[src/rtl/mioc_pkg.sv]
// Shared types and helpers for the mioc_ws memory/IO controller.
// Holds the FSM state encoding, the default IO page and error word, and a clog2 helper.
package mioc_pkg;

  typedef enum logic [1:0] {
    IDLE   = 2'd0,
    ACCESS = 2'd1,
    DONE   = 2'd2
  } mioc_state_e;

  localparam logic [3:0]  IO_PAGE_DEF  = 4'h7;
  localparam logic [31:0] ERR_DATA_DEF = 32'hDEAD_BEEF;

  function automatic int clog2(input int n);
    int r;
    r = 0;
    for (int i = 0; i < 31; i++) begin
      if (int'(32'd1 << i) < n) begin
        r = i + 1;
      end
    end
    return r;
  endfunction

endpackage

[src/rtl/mioc_wait_ctr.sv]
// ACCESS-cycle counter for mioc_ws: saturating, with clear and enable.
// Flags when the minimum wait has elapsed and when the timeout cycle is reached.
module mioc_wait_ctr
  import mioc_pkg::*;
#(
  parameter int MIN_WAIT = 1,
  parameter int TIMEOUT  = 64
) (
  input  logic clk,
  input  logic rst,
  input  logic clr,
  input  logic en,
  output logic min_reached,
  output logic timed_out
);

  localparam int CW = clog2(TIMEOUT + 1);
  localparam logic [CW-1:0] MIN_C  = CW'(MIN_WAIT);
  localparam logic [CW-1:0] LAST_C = CW'(TIMEOUT - 1);
  localparam logic [CW-1:0] ONE_C  = CW'(1);
  localparam logic [CW-1:0] SAT_C  = {CW{1'b1}};

  logic [CW-1:0] cnt_r;

  // Count ACCESS cycles, holding at all-ones.
  always_ff @(posedge clk or posedge rst) begin
    if (rst) begin
      cnt_r <= {CW{1'b0}};
    end else if (clr) begin
      cnt_r <= {CW{1'b0}};
    end else if (en && (cnt_r != SAT_C)) begin
      cnt_r <= cnt_r + ONE_C;
    end
  end

  assign min_reached = (cnt_r >= MIN_C);
  assign timed_out   = (cnt_r == LAST_C);

endmodule

[src/rtl/mioc_ws.sv]
// Memory/IO controller: combinational RAM pass-through plus an IO path with a
// registered request/ready handshake, minimum wait states, timeout and bad-channel error.
module mioc_ws
  import mioc_pkg::*;
#(
  parameter int          AW       = 32,
  parameter int          DW       = 32,
  parameter int          NUM_CH   = 4,
  parameter int          CH_LSB   = 8,
  parameter logic [3:0]  IO_PAGE  = IO_PAGE_DEF,
  parameter int          MIN_WAIT = 1,
  parameter int          TIMEOUT  = 64,
  parameter logic [DW-1:0] ERR_DATA = DW'(ERR_DATA_DEF)
) (
  input  logic                 clk,
  input  logic                 rst,
  input  logic                 memCe,
  input  logic                 memWr,
  input  logic [AW-1:0]        memAddr,
  input  logic [DW-1:0]        wtData,
  output logic [DW-1:0]        rdData,
  output logic                 memStall,
  output logic                 memErr,
  output logic                 ramCe,
  output logic                 ramWe,
  output logic [AW-1:0]        ramAddr,
  output logic [DW-1:0]        ramWtData,
  input  logic [DW-1:0]        ramRdData,
  output logic [NUM_CH-1:0]    ioCe,
  output logic                 ioWe,
  output logic [AW-1:0]        ioAddr,
  output logic [DW-1:0]        ioWtData,
  input  logic [NUM_CH*DW-1:0] ioRdData,
  input  logic [NUM_CH-1:0]    ioRdy
);

  localparam int CHW = (NUM_CH > 1) ? clog2(NUM_CH) : 1;
  localparam logic [CHW:0] NUM_CH_C = (CHW + 1)'(NUM_CH);

  mioc_state_e state_r, state_nxt_s;

  logic            io_hit_s, ram_hit_s, ch_bad_s;
  logic [CHW-1:0]  ch_s, ch_r;
  logic [AW-1:0]   addr_r;
  logic [DW-1:0]   wdata_r, rd_r, rd_sel_s;
  logic            we_r, err_r;
  logic            rdy_sel_s, min_reached_s, timed_out_s, cnt_clr_s, cnt_en_s;
  logic [DW-1:0]   ch_rd_s [NUM_CH];

  assign io_hit_s  = memCe && (memAddr[AW-1 -: 4] == IO_PAGE);
  assign ram_hit_s = memCe && !io_hit_s;
  assign ch_s      = memAddr[CH_LSB +: CHW];
  assign ch_bad_s  = ({1'b0, ch_s} >= NUM_CH_C);

  for (genvar k = 0; k < NUM_CH; k++) begin : g_ch_rd
    assign ch_rd_s[k] = ioRdData[k*DW +: DW];
  end

  assign rdy_sel_s = ioRdy[ch_r];
  assign rd_sel_s  = ch_rd_s[ch_r];

  mioc_wait_ctr #(
    .MIN_WAIT (MIN_WAIT),
    .TIMEOUT  (TIMEOUT)
  ) u_wait_ctr (
    .clk         (clk),
    .rst         (rst),
    .clr         (cnt_clr_s),
    .en          (cnt_en_s),
    .min_reached (min_reached_s),
    .timed_out   (timed_out_s)
  );

  // FSM state register.
  always_ff @(posedge clk or posedge rst) begin
    if (rst) begin
      state_r <= IDLE;
    end else begin
      state_r <= state_nxt_s;
    end
  end

  // Next state plus all CPU/RAM/IO facing outputs.
  always_comb begin
    state_nxt_s = state_r;
    cnt_clr_s   = 1'b1;
    cnt_en_s    = 1'b0;
    memStall    = 1'b0;
    memErr      = 1'b0;
    ioCe        = {NUM_CH{1'b0}};
    ioWe        = 1'b0;
    ioAddr      = {AW{1'b0}};
    ioWtData    = {DW{1'b0}};
    ramCe       = ram_hit_s;
    ramWe       = ram_hit_s & memWr;
    ramAddr     = ram_hit_s ? memAddr : {AW{1'b0}};
    ramWtData   = wtData;
    rdData      = {DW{1'b0}};
    case (state_r)
      IDLE: begin
        memStall = io_hit_s;
        if (io_hit_s) begin
          state_nxt_s = ch_bad_s ? DONE : ACCESS;
        end else begin
          state_nxt_s = IDLE;
        end
        if (ram_hit_s) begin
          rdData = ramRdData;
        end else begin
          rdData = {DW{1'b0}};
        end
      end
      ACCESS: begin
        cnt_clr_s    = 1'b0;
        cnt_en_s     = 1'b1;
        memStall     = 1'b1;
        ioCe[ch_r]   = 1'b1;
        ioWe         = we_r;
        ioAddr       = addr_r;
        ioWtData     = wdata_r;
        if ((min_reached_s && rdy_sel_s) || timed_out_s) begin
          state_nxt_s = DONE;
        end else begin
          state_nxt_s = ACCESS;
        end
        if (ram_hit_s) begin
          rdData = ramRdData;
        end else begin
          rdData = {DW{1'b0}};
        end
      end
      DONE: begin
        rdData      = rd_r;
        memErr      = err_r;
        state_nxt_s = IDLE;
      end
      default: begin
        state_nxt_s = IDLE;
      end
    endcase
    // Nothing but the pure RAM strobes may escape while reset is held.
    if (rst) begin
      memStall = 1'b0;
      rdData   = {DW{1'b0}};
    end else begin
      memStall = memStall;
    end
  end

  // Latch the IO request in IDLE and capture its completion result.
  always_ff @(posedge clk or posedge rst) begin
    if (rst) begin
      addr_r  <= {AW{1'b0}};
      wdata_r <= {DW{1'b0}};
      we_r    <= 1'b0;
      ch_r    <= {CHW{1'b0}};
      err_r   <= 1'b0;
      rd_r    <= {DW{1'b0}};
    end else begin
      case (state_r)
        IDLE: begin
          if (io_hit_s) begin
            addr_r  <= memAddr;
            wdata_r <= wtData;
            we_r    <= memWr;
            ch_r    <= ch_s;
            err_r   <= ch_bad_s;
            rd_r    <= ch_bad_s ? ERR_DATA : {DW{1'b0}};
          end
        end
        ACCESS: begin
          if (min_reached_s && rdy_sel_s) begin
            rd_r <= we_r ? {DW{1'b0}} : rd_sel_s;
          end else if (timed_out_s) begin
            err_r <= 1'b1;
            rd_r  <= ERR_DATA;
          end
        end
        default: begin
          rd_r <= rd_r;
        end
      endcase
    end
  end

endmodule

[config.mk]
export PLATFORM = sky130hd
export DESIGN_NAME = mioc_ws
export DESIGN_NICKNAME = d
export VERILOG_FILES = /design/src/rtl/mioc_pkg.sv /design/src/rtl/mioc_wait_ctr.sv /design/src/rtl/mioc_ws.sv
export SDC_FILE = /design/constraint.sdc
export NUM_CORES = 1
export LEC_CHECK = 0
export CAP_MARGIN = 20
export CORE_AREA = 2 2 156 158
export CTS_CLUSTER_DIAMETER = 150
export CTS_CLUSTER_SIZE = 8
export DETAILED_ROUTE_END_ITERATION = 10
export DIE_AREA = 0 0 158 160
export PLACE_DENSITY = 0.74
export SYNTH_ARGS = -nofsm -noshare
export SYNTH_HDL_FRONTEND = slang
export SYNTH_HIERARCHICAL = 1
export SYNTH_SLANG_ARGS = --single-unit
[constraint.sdc]
create_clock -name clk -period 9.75 [get_ports clk]
set_input_delay 2.4375 -clock clk [delete_from_list [all_inputs] [get_ports clk]]
set_output_delay 2.4375 -clock clk [all_outputs]
set_load 0.03 [all_outputs]
# Yosys cells after proc, flatten, opt, wreduce, memory -nomap -nowiden
# Cells that the tools add are included.
[totals]
ff_bits = 109
latchBits = 0
ramBits = 0
romBits = 0
input_bits = 232
out_inout_bits = 169
wordCells = 71
memories = 0
[op_classes]
n_addsub = 1
multipliers = 0
n_div = 0
n_lt_le_gt_ge = 4
eq_ne = 10
n_shift = 0
mux = 33
n_bitwise = 2
n_reduce_logical = 13
[op_table]
columns = ["operator", "count"]
rows = [
  ["two-way mux 32 bit", 11],
  ["one-hot mux 32 bit (2 select lines)", 2],
  ["binary-select mux 32 bit (select 2 bit)", 1],
  ["two-way mux 7 bit", 2],
  ["two-way mux 1 bit", 10],
  ["adder 7 x 1 -> 7 bit (second input constant)", 1],
  ["equality test 7 x 6 -> 1 bit (second input constant)", 1],
  [">= comparator 7 x 1 -> 1 bit (second input constant)", 1],
  ["!= test 7 bit (second input constant)", 1],
  ["!= test 2 bit (second input constant)", 3],
  ["logical AND 1 bit", 5],
  ["equality test 4 x 3 -> 1 bit (second input constant)", 1],
  ["two-way mux 4 bit", 1],
  ["one-hot mux 1 bit (2 select lines)", 2],
  ["one-hot mux 2 bit (2 select lines)", 1],
  ["AND reduction 4 bit", 1],
  [">= comparator 3 bit (second input constant)", 1],
  ["< comparator 2 x 3 -> 1 bit (second input constant)", 1],
  ["!= test 3 bit (second input constant)", 1],
  ["inverter 2 -> 3 bit", 1],
  ["AND reduction 3 bit", 1],
  ["binary-select mux 1 bit (select 2 bit)", 1],
  ["demux 1 bit (select 2 bit)", 1],
  ["equality test 2 x 1 -> 1 bit (second input constant)", 1],
  ["11 further kinds", 11],
]

# Longest topological paths before layout
[logic_depth]
depth_word = 7
depth_mapped = 10
mapped_depth_nobuf = 8

# Hierarchy
# The synthesis kept the hierarchy.
[modules_own_cells]
columns = ["module", "n_inst", "cells_each", "area_per_inst_um2", "seq_area_each_um2"]
rows = [
  ["mioc_ws", 1, 567, 6143.4, 2502.4],
  ["mioc_wait_ctr", 1, 43, 426.7, 175.2],
]

# Worst setup path after synthesis
# No wires, ideal clock.
[synth_timing]
path_type = "input to output"
start = "input rst"
end = "output memStall"
arrival_ns = 5.183
t_required_ns = 7.312
setup_slack_ns = 2.129
cell_stages = 3
path_buffers = 1
path_cell_list = "clkbuf_1 -> inv_1 -> and2_1"
[synth_via]
elab_chain_cells = 1
[synth_lines]
columns = ["element", "line_no", "source"]
rows = [
  ["start: declaration", "mioc_ws.sv:16", "input logic rst,"],
  ["two-way mux 1 bit", "mioc_ws.sv:142", "if (rst) begin"],
  ["end: declaration", "mioc_ws.sv:22", "output logic memStall,"],
]
# Every way passes these cells.

# Final worst setup path
[layout_timing]
start = "input memCe"
end = "output rdData[20]"
[layout_via]
elab_chain_cells = 6
[layout_lines]
columns = ["element", "line_no", "source"]
rows = [
  ["start: declaration", "mioc_ws.sv:17", "input logic memCe,"],
  ["logical AND 1 bit", "mioc_ws.sv:50", "assign io_hit_s = memCe && (memAddr[AW-1 -: 4] == IO_PAGE);"],
  ["zero test 1 bit", "mioc_ws.sv:51", "assign ram_hit_s = memCe && !io_hit_s;"],
  ["logical AND 1 bit (*)", "mioc_ws.sv:51", ""],
  ["two-way mux 32 bit (*)", "mioc_ws.sv:107, mioc_ws.sv:126", ""],
  ["one-hot mux 32 bit (2 select lines) (*)", "mioc_ws.sv:99", "case (state_r)"],
  ["two-way mux 32 bit (*)", "mioc_ws.sv:142", ""],
  ["end: declaration", "mioc_ws.sv:21", "output logic [DW-1:0] rdData,"],
]
# Mark *: on every way between the ends. The rest lies on a longest branch, timed or not.

==> results by group <==
Run status
  • Status: finished, final reports clean

Clock tree
  • Clock latency on the worst-skew pair: 360 ps
  • CTS root buffer: sky130_fd_sc_hd__clkbuf_16
  • Maximum buffer depth of the clock tree: 2
  • H-tree levels: 3
  • Number of setup buffers added after CTS: 0
  • Number of sinks on the clock net: 107
  • Post-cts sizing count: 0
  • CTS hold repair buffers: 0
  • Number of buffers created by CTS: 9
  • Clock transition at the register clock pins on the worst setup and hold paths after CTS: 80 ps
  • Clock tree from TritonCTS: done

Synthesis
  • Number of warnings issued by yosys: 6
  • Async SR Flop Fraction: 100.0%
  • Library cell occupying the most area in the post-synthesis netlist: sky130_fd_sc_hd__dfrtp_1
  • Share of synthesized area occupied by flip-flops and latches: 40.75%
  • Top cell types by occurrence after synthesis: sky130_fd_sc_hd__dfrtp_1, sky130_fd_sc_hd__and2_1, sky130_fd_sc_hd__mux2_2
  • Top cells by area in the synthesized netlist: sky130_fd_sc_hd__dfrtp_1, sky130_fd_sc_hd__mux2_2, sky130_fd_sc_hd__mux2i_1
  • Most common flop cell mapped by yosys: sky130_fd_sc_hd__dfrtp_1
  • Syn_nets: 844
  • Synthesized area divided by synthesized cell count: 10.77 µm²
  • Synthesized instance count: 610
  • Number of enable flip-flop cells after synthesis: 0
  • Most instantiated library cell after synthesis: sky130_fd_sc_hd__dfrtp_1
  • Number of distinct standard cells referenced by the synthesized netlist: 41
  • Synth top area share: 40.75%
  • Post-synthesis instance area: 0.006570 mm²
  • Synthesized flop and latch total: 107

Route
  • Residual DRC count: 0
  • Count of nets left with antenna violations after detail routing: 0
  • Final routed wire length divided by cell count: 20.06 µm
  • Drt total wl: 25,550 µm
  • Initial DRT Pass Iterations: 4
  • Via count of the routed design: 6,095
  • Starting DRC count in detailed routing: 395
  • Routed vias/inst: 4.784

Floorplan
  • Total number of placement rows: 57
  • Die width: 158 µm
  • Initial cell density of the core: 27.58%
  • Number of top-level pins: 401
  • Overall die area: 0.02528 mm²
  • Placeable Area: 0.02382 mm²
  • Height of the die: 160 µm

STA
  • Setup repair after global routing missed its margin: false
  • Fmax: 129.5 MHz
  • Period minus WS final: 7720 ps
  • Final total negative setup slack: 0 ps
  • Measured slew at the worst slew-check pin: 873.1 ps
  • Share of the clock period used by the worst path after layout: 79.18%
  • Max_slew headroom: 41.79%
  • Max-slew violation count: 0
  • Final hold violation count: 0
  • Clock Skews: 10.27 ps
  • Final-report setup violation count: 0
  • Worst hold margin: 464.5 ps

Power
  • Cell area power density: 210.5 mW/mm²
  • Total power: 2.290 mW
  • Max IR drop VDD: 0.1207 mV
  • Reported leakage power: 4.455 nW

Critical path
  • Path depth of the worst reg2reg path: 5
  • Crit path max fanout: 35
  • Register-to-register setup slack: 7350 ps
  • Required time reported for the critical path endpoint: 7310 ps
  • Endpoint arrival time on the critical path: 5280 ps
  • Reg-to-reg endpoint: u_wait_ctr/cnt_r[5]
  • CP Capture Type: primary output
  • Worst r2r src: state_r[0]
  • Startpoint class of the critical path: input pin
  • Classification of the worst setup path: in2out

Min path
  • Capture endpoint of the worst hold path: addr_r[30]
  • Path class of the lowest-slack min-delay path: reg2reg
  • Number of instances on the worst hold path: 1
  • HP Start: addr_r[30]

GRT
  • Largest net degree at the start of global routing: 66
  • Vias in the first global route: 6,200
  • Number of antenna violations at the first check in global routing: 2
  • Global-route wire length before repair: 36,940 µm
  • GRT Total Usage: 19.23%
  • Overflow after GRT: 0

Place
  • Post-DP HPWL: 19,280 µm
  • GP Congestion: 0.8128
  • Placed inst area: 0.01054 mm²
  • Count of port buffers added during placement: 400

Layout
  • Synth-to-layout area growth: 65.55%
  • Layout cell share with drive strength beyond 1: 12.13%
  • Final net count: 1,177
  • Final non-filler cell area: 0.01088 mm²
  • Number of fill cells: 2,309

Run
  • Max-cap check violation count: 0
## routing by layer
layer | track usage, % | routed length (µm)
met2 | 33.26 | 12270
met3 | 6.269 | 2399
met5 | 0 | 13
met4 | 4.464 | 399
met1 | 23.09 | 10470
## through the flow
stage                     cells  setup WS, ps  util, %
after floorplan             610          2129        -
after global placement     1255          2133    44.23
after detailed placement   1255          2025    44.23
after CTS                  1271          2042    45.52
after global routing       1273          1827    45.65
final                      1274          2030    45.66
## where the power goes
part	internal (mW)	total [mW]	switching, mW
combinational	0.552	1.17	0.618
clock	0.206	0.396	0.189
sequential	0.613	0.725	0.112
total	1.37	2.29	0.919
## flip-flops by register name (all words and copies together) (netlist names)
register,flops
rd_r,32
wdata_r,32
addr_r,31
u_wait_ctr/cnt_r,7
state_r,2
ch_r,1
err_r,1
we_r,1
## cell type report
type | count | area [µm²] | share of cell area (%)
Timing Repair Buffer | 411 | 4106 | 37.75
Multi-Input combinational cell | 402 | 3322 | 30.54
Sequential cell | 107 | 2681 | 24.65
Tap cell | 324 | 405.4 | 3.727
Clock buffer | 10 | 229.0 | 2.105
Clock inverter | 6 | 80.08 | 0.7362
Inverter | 12 | 47.55 | 0.4371
Antenna cell | 2 | 5.005 | 0.04601
## placed cells by master, fill, tap and decap left out, types with 2 or more instances in the layout
cell type	n
sky130_fd_sc_hd__or2_2	5
sky130_fd_sc_hd__ha_1	2
sky130_fd_sc_hd__clkbuf_16	9
sky130_fd_sc_hd__dfrtp_1	106
sky130_fd_sc_hd__clkdlybuf4s50_1	400
sky130_fd_sc_hd__nor2_1	38
sky130_fd_sc_hd__nand2b_1	4
sky130_fd_sc_hd__nand2_1	5
sky130_fd_sc_hd__inv_1	10
sky130_fd_sc_hd__mux2_4	2
sky130_fd_sc_hd__mux2_2	61
sky130_fd_sc_hd__nor2b_1	4
sky130_fd_sc_hd__inv_8	3
sky130_fd_sc_hd__a31oi_1	2
sky130_fd_sc_hd__nand3_1	2
sky130_fd_sc_hd__nor4_1	2
sky130_fd_sc_hd__diode_2	2
sky130_fd_sc_hd__mux4_2	8
sky130_fd_sc_hd__a22oi_1	32
sky130_fd_sc_hd__buf_4	10
sky130_fd_sc_hd__and2_1	69
sky130_fd_sc_hd__a21oi_1	4
sky130_fd_sc_hd__a22o_1	24
sky130_fd_sc_hd__nor3_1	4
sky130_fd_sc_hd__o2bb2ai_1	8
sky130_fd_sc_hd__mux2i_1	50
sky130_fd_sc_hd__nor2b_2	2
sky130_fd_sc_hd__and3_1	35
sky130_fd_sc_hd__o221ai_1	24
## how the worst max path moves through the flow
stage | from | end | slack (ps) | cells past startpoint
after floorplan | rst | memStall | 2130 | 3
after global placement | memCe | rdData[10] | 2130 | 7
after detailed placement | memCe | rdData[20] | 2030 | 7
after CTS | memCe | rdData[20] | 2040 | 7
after global routing | memCe | rdData[8] | 1830 | 7
final | memCe | rdData[20] | 2030 | 7
## kinds of logic (layout without fill, tap and decap cells)
group                    count (synthesis)  in the layout  synth area share (%)
AO/OA/AOI/OAI                          102            102                 12.99
adder cells (fa/ha/maj)                  2              2                0.3808
buffers and inverters                  101            439                 8.855
flip-flops                             107            107                 40.75
multiplexers                           121            121                 21.27
other                                    0              2                     0
AND/OR/NAND/NOR                        177            177                 15.75
## critical path: stages
cell and delay, ps:
sky130_fd_sc_hd__clkdlybuf4s50_1 1030, sky130_fd_sc_hd__nand2b_1 280, sky130_fd_sc_hd__nor2b_2 160, sky130_fd_sc_hd__buf_4 360, sky130_fd_sc_hd__a22oi_1 150, sky130_fd_sc_hd__nor2_1 140, sky130_fd_sc_hd__clkdlybuf4s50_1 690
No activity file was read; power rests on OpenSTA's default activity.
